--- src/rtl/wb_pkg.sv ---
// Shared types for the writeback stage: writeback source select
// and load funct3 encodings.
package wb_pkg;

    typedef enum logic [1:0] {
        WB_ALU  = 2'b00,
        WB_LOAD = 2'b01,
        WB_PC4  = 2'b10,
        WB_RSVD = 2'b11
    } wb_sel_e;

    localparam logic [2:0] F3_LB  = 3'b000;
    localparam logic [2:0] F3_LH  = 3'b001;
    localparam logic [2:0] F3_LW  = 3'b010;
    localparam logic [2:0] F3_LBU = 3'b100;
    localparam logic [2:0] F3_LHU = 3'b101;

endpackage

--- src/rtl/wb_stage_load_extend.sv ---
// Load data alignment and sign/zero extension from a raw memory word.
// Flags misaligned halfword/word accesses and unknown funct3 codes.
module load_extend
    import wb_pkg::*;
#(
    parameter int XLEN = 32
) (
    input  logic [XLEN-1:0] rdata,
    input  logic [1:0]      offset,
    input  logic [2:0]      funct3,
    output logic [XLEN-1:0] data,
    output logic            err
);

    logic [7:0]  b;
    logic [15:0] h;

    assign b = rdata[{offset, 3'b000} +: 8];
    assign h = rdata[{offset[1], 4'b0000} +: 16];

    always_comb begin
        data = '0;
        err  = 1'b0;
        case (funct3)
            F3_LB:  data = {{(XLEN-8){b[7]}}, b};
            F3_LBU: data = {{(XLEN-8){1'b0}}, b};
            F3_LH: begin
                data = {{(XLEN-16){h[15]}}, h};
                err  = offset[0];
            end
            F3_LHU: begin
                data = {{(XLEN-16){1'b0}}, h};
                err  = offset[0];
            end
            F3_LW: begin
                data = rdata;
                err  = |offset;
            end
            default: err = 1'b1;
        endcase
    end

endmodule

--- src/rtl/wb_stage.sv ---
// RV32I writeback stage: MEM/WB register, load wait with back-pressure,
// writeback source select, register file write port and retire counter.
module wb_stage
    import wb_pkg::*;
#(
    parameter int XLEN  = 32,
    parameter int CNT_W = 32
) (
    input  logic             clk,
    input  logic             reset,
    input  logic             mem_valid,
    input  logic             mem_regWrite,
    input  logic [4:0]       mem_rd,
    input  logic [1:0]       mem_wbSel,
    input  logic [2:0]       mem_funct3,
    input  logic [XLEN-1:0]  mem_aluResult,
    input  logic [XLEN-1:0]  mem_pcPlus4,
    input  logic             flush,
    input  logic             dmem_rvalid,
    input  logic [XLEN-1:0]  dmem_rdata,
    output logic             stall,
    output logic             regWrite,
    output logic [4:0]       writeReg,
    output logic [XLEN-1:0]  writeData,
    output logic             load_err,
    output logic [CNT_W-1:0] instret
);

    logic            wb_valid;
    logic            wb_regWrite;
    logic [4:0]      wb_rd;
    wb_sel_e         wb_sel;
    logic [2:0]      wb_funct3;
    logic [XLEN-1:0] wb_alu;
    logic [XLEN-1:0] wb_pc4;

    logic            is_load;
    logic            done;
    logic            ld_err;
    logic            bad_load;
    logic [XLEN-1:0] ld_data;

    load_extend #(.XLEN(XLEN)) u_ext (
        .rdata  (dmem_rdata),
        .offset (wb_alu[1:0]),
        .funct3 (wb_funct3),
        .data   (ld_data),
        .err    (ld_err)
    );

    assign is_load  = (wb_sel == WB_LOAD);
    assign stall    = wb_valid & is_load & ~dmem_rvalid & ~flush;
    assign done     = wb_valid & (~is_load | dmem_rvalid) & ~flush;
    assign bad_load = is_load & ld_err;

    assign regWrite = done & wb_regWrite & (wb_rd != 5'd0)
                    & ~bad_load & (wb_sel != WB_RSVD);

    // Idle port is zeroed so a regfile bypass never matches a stale rd
    always_comb begin
        writeReg  = '0;
        writeData = '0;
        if (regWrite) begin
            writeReg = wb_rd;
            case (wb_sel)
                WB_ALU:  writeData = wb_alu;
                WB_LOAD: writeData = ld_data;
                WB_PC4:  writeData = wb_pc4;
                default: writeData = '0;
            endcase
        end
    end

    always_ff @(posedge clk) begin
        if (reset) begin
            wb_valid    <= 1'b0;
            wb_regWrite <= 1'b0;
            wb_rd       <= '0;
            wb_sel      <= WB_ALU;
            wb_funct3   <= '0;
            wb_alu      <= '0;
            wb_pc4      <= '0;
        end else if (flush) begin
            wb_valid    <= 1'b0;
        end else if (!stall) begin
            wb_valid    <= mem_valid;
            wb_regWrite <= mem_regWrite;
            wb_rd       <= mem_rd;
            wb_sel      <= wb_sel_e'(mem_wbSel);
            wb_funct3   <= mem_funct3;
            wb_alu      <= mem_aluResult;
            wb_pc4      <= mem_pcPlus4;
        end
    end

    always_ff @(posedge clk) begin
        if (reset) begin
            load_err <= 1'b0;
            instret  <= '0;
        end else if (done) begin
            instret <= instret + CNT_W'(1);
            if (bad_load)
                load_err <= 1'b1;
        end
    end

endmodule
--- config.mk ---
export PLATFORM = sky130hd
export DESIGN_NAME = wb_stage
export DESIGN_NICKNAME = d
export VERILOG_FILES = /design/src/rtl/wb_pkg.sv /design/src/rtl/wb_stage_load_extend.sv /design/src/rtl/wb_stage.sv
export SDC_FILE = /design/constraint.sdc
export NUM_CORES = 1
export LEC_CHECK = 0
export ABC_CLOCK_PERIOD_IN_PS = 2430
export CAP_MARGIN = 20
export CORE_UTILIZATION = 30
export DETAILED_ROUTE_END_ITERATION = 10
export SYNTH_ARGS = -nofsm -noshare
export SYNTH_HDL_FRONTEND = slang
export SYNTH_SLANG_ARGS = --single-unit
--- constraint.sdc ---
create_clock -name clk -period 2.43 [get_ports clk]
set_input_delay 0.6075 -clock clk [delete_from_list [all_inputs] [get_ports clk]]
set_output_delay 0.6075 -clock clk [all_outputs]
set_load 0.01 [all_outputs]
# Word-level counts from Yosys, hierarchy flattened
# Cells that the tools add are included.
# W data, S select, Z words.
# classes
add_sub_neg	1
n_eq_ne	7
shift	2
mux	5
n_bitwise	16
reduce_logical	9
# op_table
operator	n
$pmux W32 S5	1
$pmux W32 S3	1
$add A32 B1 Y32 const B	1
$mux W32	1
$shiftx A32 B6 Y16	1
$shiftx A32 B6 Y8	1
$and A1 B1 Y1	10
$reduce_or A2 Y1	4
$eq A3 B3 Y1 const B	2
$mux W5	1
$not A1 Y1	5
$reduce_bool A5 Y1	1
$reduce_and A2 Y1	2
$eq A3 B1 Y1 const B	1
$eq A3 B2 Y1 const B	1
$logic_not A3 Y1	1
$pmux W1 S3	1
$eq A2 B1 Y1 const B	1
$eq A2 B2 Y1 const B	1
$logic_not A2 Y1	1
$ne A2 B2 Y1 const B	1
$or A1 B1 Y1	1
# word_totals
ff_bits	109
inputBits	112
output_inout_bits	72
word_cells	49

# Longest topological paths before layout
# Gate-level depths: netlist of run 1.
# logic_depth
ltp_word	10
depth_mapped	9
ltp_nobuf	6

# Hierarchy
# From an unflattened synthesis of run 1, not the netlist that was laid out.
# hier_totals
hier_cells	790
hier_area_um2	5985.7
# modules_own_cells
mod	instances	cells_each	area_each_um2	seq_area_each_um2
wb_stage	1	682	5086.1	2182.1
load_extend	1	108	899.6	0.0

# Worst setup path after synthesis of run 1
# OpenSTA, ideal clock, no wires.
# synth_timing
path_kind	input port to output port
start	input port dmem_rvalid
end	output port writeData[28]
t_arrival_ps	1757
t_required_ps	1822
path_slack_ps	66
cell_stages	7
path_cell_list	nor3b_2 -> nor3b_2 -> o2111ai_1 -> or2_1 -> buf_6 -> buf_6 -> a21oi_1
# synth_between
elab_chain_cells	8
# synth_rtl
item	line	rtl
start: declaration	wb_stage.sv:19	input logic dmem_rvalid,
$or A1 B1 Y1	wb_stage.sv:53	assign done = wb_valid & (~is_load | dmem_rvalid) & ~flush;
$and A1 B1 Y1 (2 in series)	wb_stage.sv:53	
$and A1 B1 Y1 (2 in series)	wb_stage.sv:56	assign regWrite = done & wb_regWrite & (wb_rd != 5'd0)
$and A1 B1 Y1 (2 in series)	wb_stage.sv:57	& ~bad_load & (wb_sel != WB_RSVD);
$mux W32	wb_stage.sv:63	if (regWrite) begin
end: declaration	wb_stage.sv:24	output logic [XLEN-1:0] writeData,
# Every way passes these cells.

# Worst setup path in the final report of run 1
# layout_timing
start	register wb_funct3[0]
end	output port writeData[26]
# layout_between
elab_chain_cells	8
# layout_rtl
item	line	rtl
start: declaration	wb_stage.sv:33	logic [2:0] wb_funct3;
start signal: assignment	wb_stage.sv:90	wb_funct3 <= mem_funct3;
$eq A3 B1 Y1 (tied with other cells)	wb_stage_load_extend.sv:24	case (funct3)
$reduce_or A2 Y1 (no source line)	--	
$pmux W1 S3	wb_stage_load_extend.sv:24	
$and A1 B1 Y1	wb_stage.sv:54	assign bad_load = is_load & ld_err;
$not A1 Y1	wb_stage.sv:57	
$and A1 B1 Y1 (2 in series)	wb_stage.sv:57	
$mux W32 *	wb_stage.sv:63	
# Mark *: on every way between the ends. The rest lies on a longest branch, timed or not.

==> qor.csv, run 1 <==
metric,value,unit
grt_usage,20.1,%
timing.slew.headroom,71.9,%
synth_ff_type,sky130_fd_sc_hd__dfxtp_1,
cp_max_fo,15,
final.period_utilization,111,%
global_route_overflow,0,
synth-edff-count,0,
start_util,31.1,%
grt_setup_unrepaired,true,
areaGrowthSynthToFinish,52.8,%
power_leakage,3.26,nW
synth.area.top_cells,"sky130_fd_sc_hd__dfxtp_1 40%, sky130_fd_sc_hd__a21oi_1 12%, sky130_fd_sc_hd__nand2_1 11%, sky130_fd_sc_hd__mux2i_1 7.7%, sky130_fd_sc_hd__nor2_1 5.4%",
antenna_left,0,
sequential_area_share_after_synthesis,40.0,%
critical_path.cell_chain,"or3b_4, nor3_4, nor3_2, or2_4, clkbuf_16, a21oi_2, buf_2",
netlist_instances,718,
critPathArrivalTime,2080,ps
tritoncts.num_buffers,9,
number_of_global_route_vias_before_repair,5266,
floorplan.die_area,0.0187,mm²
final_core_util,47.6,%
netlist_area,0.00546,mm²
wl,19200,µm
avgRoutedWirePerCell,16.4,µm
yosys.cell_count.top_type,sky130_fd_sc_hd__nand2_1,
dieHeight,137,µm
detailedPlacementHpwl,13700,µm
min_period,2690,ps
core_region_area,0.0175,mm²
dr.pass1.iters,5,
holdCritStartpoint,wb_alu[29],
ys.warnings.count,0,
status,"complete, but fails checks",
grt_antenna_before_repair,2,
cts_hold_buffers,0,
timing.clock.skew,5.27,ps
worst_path_largest_cell_delay,400,ps
final_critical_path_setup_slack,-257,ps
holdCritPathClass,flip-flop to flip-flop,
timing.rr.start,instret[9],
h_tree_depth,3,
cts_tree,done,
grt_pass1_wl,28600,µm
drive_gt1_share,18.8,%
maxCapViolations,0,
ys_top_cells_by_count,"160 x sky130_fd_sc_hd__nand2_1, 131 x sky130_fd_sc_hd__a21oi_1, 109 x sky130_fd_sc_hd__dfxtp_1, 78 x sky130_fd_sc_hd__nor2_1, 42 x sky130_fd_sc_hd__mux2i_1",
clockRootBuffer,sky130_fd_sc_hd__clkbuf_16,
max_clock_freq,372,MHz
buf_inv_on_cp,2,
cp_top_family,simple AND/OR/NAND/NOR gates,
fin_nets,1049,
worst_ir_drop_vdd,333,µV
gpl.final_weighted_congestion,0.832,
multiInputGateArea,0.00314,mm²
die_width,137,µm
io_pins,184,
port_buffers,183,
worst-slew-pin-transition,422,ps
worst_path_max_delay_cell,sky130_fd_sc_hd__or3b_4,
routed_via_density,4.90,
drtIter0Drc,264,
path_clk_slew,70,ps
max_transition_viols_final,0,
syn-mean-instance-area,7.60,µm²
dpl_cell_area,0.00798,mm²
postLayoutCellArea,0.00834,mm²
synth_cell_types,46,
cp-end-kind,output pin,
ys_async_sr_fraction,0,%
timing_worst_setup_path_type,flip-flop to output pin,
failing_checks,negative setup slack,
rows,48,
setup.worst_path.start,wb_funct3[0],
syn_nets,831,
detail_route.drc_violations,0,
largest_net_degree_at_the_start_of_global_routing,65,
postSynthRegisterBits,109,
clock-sinks,109,
required_arrival_time_at_the_worst_endpoint,1820,ps
report.final.setup_viol,38,
synth_top_area_cell,sky130_fd_sc_hd__dfxtp_1,
power_density,486,mW/mm²
synth_top_cell_area_share,40.0,%
fillerInstances,1786,
ff_latch_area,0.00219,mm²
clkLatencyLatePin,360,ps
maximum_clock_path_buffer_count,2,
setup-tns-final,-8340,ps
worstSetupStartpointType,flip-flop,
finalHoldViolCount,0,
routed-via-count,5714,
-- state kept, by name, indices dropped and copies added, names as in the netlist --
register,count
instret,32
load_err,1
wb_alu,32
wb_funct3,3
wb_pc4,32
wb_rd,5
wb_regWrite,1
wb_sel,2
wb_valid,1
-- cell families after synthesis --
kind of cell	count (synthesis)	share of synthesized area (%)
AOI/OAI and AO/OA	162	16.3
xor gates and xnor gates	29	4.65
muxes	42	7.70
and+or+nand+nor	316	25.8
DFF	109	40.0
buffers and inverters	59	5.32
adders and majority gates	1	0.229
-- layout make-up --
cell class                 instances  area share [%]
clock inverter                     6           0.750
tap                              225            3.38
inverter                           4           0.240
multi-input combinational        550            37.6
antenna                            2          0.0600
sequential                       109            26.2
timing repair buffer             262            29.0
clock buffer                       9            2.70
-- path summary, 6_finish.rpt --
kind,end,cells past startpoint,slack (ps)
worst min register to register,wb_alu[29],2,450
worst min-delay path,wb_alu[29],2,450
worst max-delay path,writeData[26],7,-260
worst max register to register,instret[31],4,610
-- through the flow --
step	setup slack [ps]	total power, W	hold WS (ps)	cells
after floorplan	65.7	0.00222	436	718
after global routing	-335	0.00422	470	1166
final	-257	0.00406	454	1167
after global placement	-776	0.00258	442	1144
after detailed placement	-820	0.00259	446	1144
after CTS	-271	0.00409	456	1163
-- where the power goes --
group,switching (W),internal (W)
Combinational,0.000317,0.000360
Sequential,0.0000384,0.00186
Clock,0.000690,0.000796
-- worst reg2reg max path, delay by kind of cell (launching register included) --
| family | cells | cell delay, ps |
|---|---|---|
| simple gates | 3 | 1200 |
| flops | 1 | 410 |
| compound gates | 1 | 140 |
-- placed cells by master (no fill, tap or decap), types with 6 or more instances in the layout --
cell                              instances
sky130_fd_sc_hd__a21oi_2                 14
sky130_fd_sc_hd__nor2_1                  75
sky130_fd_sc_hd__xnor2_1                 11
sky130_fd_sc_hd__buf_4                   64
sky130_fd_sc_hd__buf_12                  10
sky130_fd_sc_hd__o21ai_0                  7
sky130_fd_sc_hd__and4_1                   7
sky130_fd_sc_hd__xor2_1                  18
sky130_fd_sc_hd__buf_6                   10
sky130_fd_sc_hd__a21oi_1                116
sky130_fd_sc_hd__nand3_1                 17
sky130_fd_sc_hd__clkdlybuf4s50_1        139
sky130_fd_sc_hd__clkbuf_16               10
sky130_fd_sc_hd__dfxtp_1                106
sky130_fd_sc_hd__a221oi_1                 6
sky130_fd_sc_hd__nand4_1                 12
sky130_fd_sc_hd__a22o_1                   7
sky130_fd_sc_hd__nand2_1                160
sky130_fd_sc_hd__buf_2                   33
sky130_fd_sc_hd__mux2i_1                 42
-- metal layers --
layer  GRT usage, %  vias to the layer above  share of wire, %
li1               -                     2877                 -
met4           9.40                        2               3.3
met1           27.8                     2653                48
met5              0                        -             0.089
met3           2.78                       33               4.9
met2           30.9                      149                44
-- what timing repair did --
item                       in CTS  in global routing
setup buffers                   7                  2
setup endpoints to repair      39                 38
gates resized for setup       179                 32
pin swaps                      10                  3
cloned                          0                  1
Note: power is estimated with default switching activity, not from simulation.
==> inputs of run 2 (changes only) <==
- ABC_CLOCK_PERIOD_IN_PS: 2430 -> not set
- TNS_END_PERCENT: not set -> 20
==> run 2 against run 1 <==
Effect of this change: the run still ends with negative setup slack left; clock power barely moved; clock skew barely moved; worst setup slack got worse by 25 ps; core utilization fell by 0.46 points; maximum frequency fell by 0.93%.
==> qor.csv, run 2 (same netlist as run 1, synthesis figures left out) <==
metric,value,unit,change
timing_worst_setup_path_type,flip-flop to output pin,,
rr_endpoint,instret[31],,
drtIter0Drc,359,,+36%
whs_endpoint,wb_alu[29],,
detail_route.drc_violations,0,,unchanged
drive_gt1_share,17.3,%,-1.6 points
power_leakage,3.23,nW,-0.81%
fillerInstances,1793,,+0.39%
cp_max_fo,5,,-10
cp_top_family,simple AND/OR/NAND/NOR gates,,
power.total,0.00405,W,about the same
finalHoldViolCount,0,,unchanged
fin_nets,1047,,-0.19%
clock-sinks,109,,unchanged
maximum_clock_path_buffer_count,2,,unchanged
start_util,31.1,%,unchanged
worst_ir_drop_vdd,335,µV,+0.67%
port_buffers,183,,unchanged
global_route_overflow,0,,unchanged
grt_pass1_wl,28600,µm,unchanged
required_arrival_time_at_the_worst_endpoint,1820,ps,about the same
sequential_group_share_of_total_power,46.7,%,about the same
holdCritPathClass,flip-flop to flip-flop,,
buf_inv_on_cp,4,,+2
cts_hold_buffers,0,,unchanged
maxCapViolations,0,,unchanged
power_density,491,mW/mm²,+0.88%
dr.pass1.iters,4,,-1
gpl.final_weighted_congestion,0.832,,unchanged
cts_tree,done,,
layout_commonest_cell,sky130_fd_sc_hd__nand2_1,,
io_pins,184,,unchanged
timing.rr.start,instret[9],,
grt_setup_unrepaired,true,,
worstSetupStartpointType,flip-flop,,
grt_usage,20.1,%,about the same
floorplan.die_area,0.0187,mm²,unchanged
largest_net_degree_at_the_start_of_global_routing,65,,unchanged
clockRootBuffer,sky130_fd_sc_hd__clkbuf_16,,
r2r_slack,580,ps,-30 ps
worstRegToRegCells,4,,unchanged
clock_power_share,36.7,%,about the same
final_cell_mix,"160 x sky130_fd_sc_hd__nand2_1, 139 x sky130_fd_sc_hd__clkdlybuf4s50_1, 122 x sky130_fd_sc_hd__a21oi_1",,
netSwitchingFraction,25.7,%,-0.044 points
failing_checks,negative setup slack,,
power_switching,0.00104,W,-0.26%
timing.slew.headroom,71.6,%,-0.27 points
avgRoutedWirePerCell,16.4,µm,about the same
areaGrowthSynthToFinish,51.3,%,
detailedPlacementHpwl,13700,µm,unchanged
worst_path_max_delay_cell,sky130_fd_sc_hd__or4_4,,
grt_antenna_before_repair,2,,unchanged
min_period,2710,ps,+25.1 ps
combinationalPowerShare,16.6,%,about the same
routed_via_density,4.84,,-1.1%
clkLatencyLatePin,360,ps,about the same
h_tree_depth,3,,unchanged
number_of_global_route_vias_before_repair,5265,,-0.019%
report.final.setup_viol,38,,unchanged
rows,48,,unchanged
tritoncts.num_buffers,9,,unchanged
holdCritStartpoint,wb_alu[29],,
wl,19200,µm,-0.15%
path_clk_slew,70,ps,about the same
top_regs,"instret (32), wb_alu (32), wb_pc4 (32)",,
worst_path_largest_cell_delay,530,ps,+130 ps
antenna_left,0,,unchanged
critPathArrivalTime,2100,ps,+20 ps
routed-via-count,5642,,-1.3%
cellInternalPower,0.00301,W,about the same
die_width,137,µm,unchanged
max_transition_viols_final,0,,unchanged
cpMostUsedCell,sky130_fd_sc_hd__buf_4,,
critical_path.cell_chain,"or4_4, o2111ai_2, or2_4, inv_6, buf_4, buf_4, clkdlybuf4s15_2",,
cp-end-kind,output pin,,
whs,454,ps,+0.360 ps
final_critical_path_setup_slack,-282,ps,-25.1 ps
max_clock_freq,369,MHz,-0.93%
worst-slew-pin-transition,426,ps,+3.99 ps
whs_path_cells,2,,unchanged
final.period_utilization,112,%,+1.0 points
timing.clock.skew,4.97,ps,-0.302 ps
dieHeight,137,µm,unchanged
status,"complete, but fails checks",,
core_region_area,0.0175,mm²,unchanged
run 2: cell types whose count changed in the layout (fill, tap and decap cells not counted), sizes merged:
cell | previous run | this run
clkdlybuf4s15 | 0 | 3
buf | 117 | 112
run 2: power by group through the flow:
stage,registers [W],clock network [W],logic [W]
3_5_place_dp,0.00193,0,0.000655
2_1_floorplan,0.00192,0,0.000292
5_1_grt,0.00190,0.00158,0.000730
6_report,0.00189,0.00149,0.000671
4_1_cts,0.00189,0.00153,0.000665
3_3_place_gp,0.00193,0,0.000653
run 2: worst max path at each step:
| stage | start | end | slack, ps | cells after the start |
|---|---|---|---|---|
| after floorplan | dmem_rvalid | writeData[28] | 70 | 7 |
| after global placement | dmem_rvalid | writeData[22] | -780 | 8 |
| after detailed placement | dmem_rvalid | writeData[18] | -820 | 8 |
| after CTS | wb_funct3[0] | regWrite | -290 | 8 |
| after global routing | wb_funct3[0] | regWrite | -340 | 8 |
| final | wb_rd[3] | regWrite | -280 | 7 |
run 2: through the flow:
stage                     utilization, %  instance area [µm²]  setup slack, ps  TNS, ps  instances
after floorplan                        -                 5460             65.7        0        718
after global placement              45.5                 7980             -776   -29090       1144
after detailed placement            45.5                 7980             -820   -30520       1144
after CTS                           46.6                 8170             -291    -9280       1162
after global routing                47.1                 8260             -342   -11200       1164
final                               47.1                 8260             -282    -8060       1165
run 2: worst min-delay path: stages, from the launching register on:
cell and delay (ps):
sky130_fd_sc_hd__dfxtp_1 310, sky130_fd_sc_hd__nand2_1 50, sky130_fd_sc_hd__a21oi_1 50
run 2: final cells by class:
type	instances	area [µm²]	share of cell area [%]
multi-input combinational	550	3090	37.4
timing repair buffer	260	2390	28.9
sequential	109	2190	26.5
tap	225	282	3.41
clock buffer	9	225	2.73
clock inverter	6	62.6	0.757
inverter	4	20.0	0.242
antenna	2	5.00	0.0606
run 2: routing by layer:
layer | GRT usage [%] | vias up | share of wire, %
met5 | 0 | - | 0.089
met4 | 9.40 | 2 | 2.7
met3 | 2.78 | 29 | 4.7
met2 | 30.9 | 139 | 45
met1 | 27.8 | 2596 | 48
li1 | - | 2876 | -
run 2: timing repair:
item | CTS | global route
gates resized for setup | 172 | 14
cloned | 0 | 1
pin swaps | 10 | 1
setup buffers | 5 | 0
endpoints found under the setup margin | 39 | 38
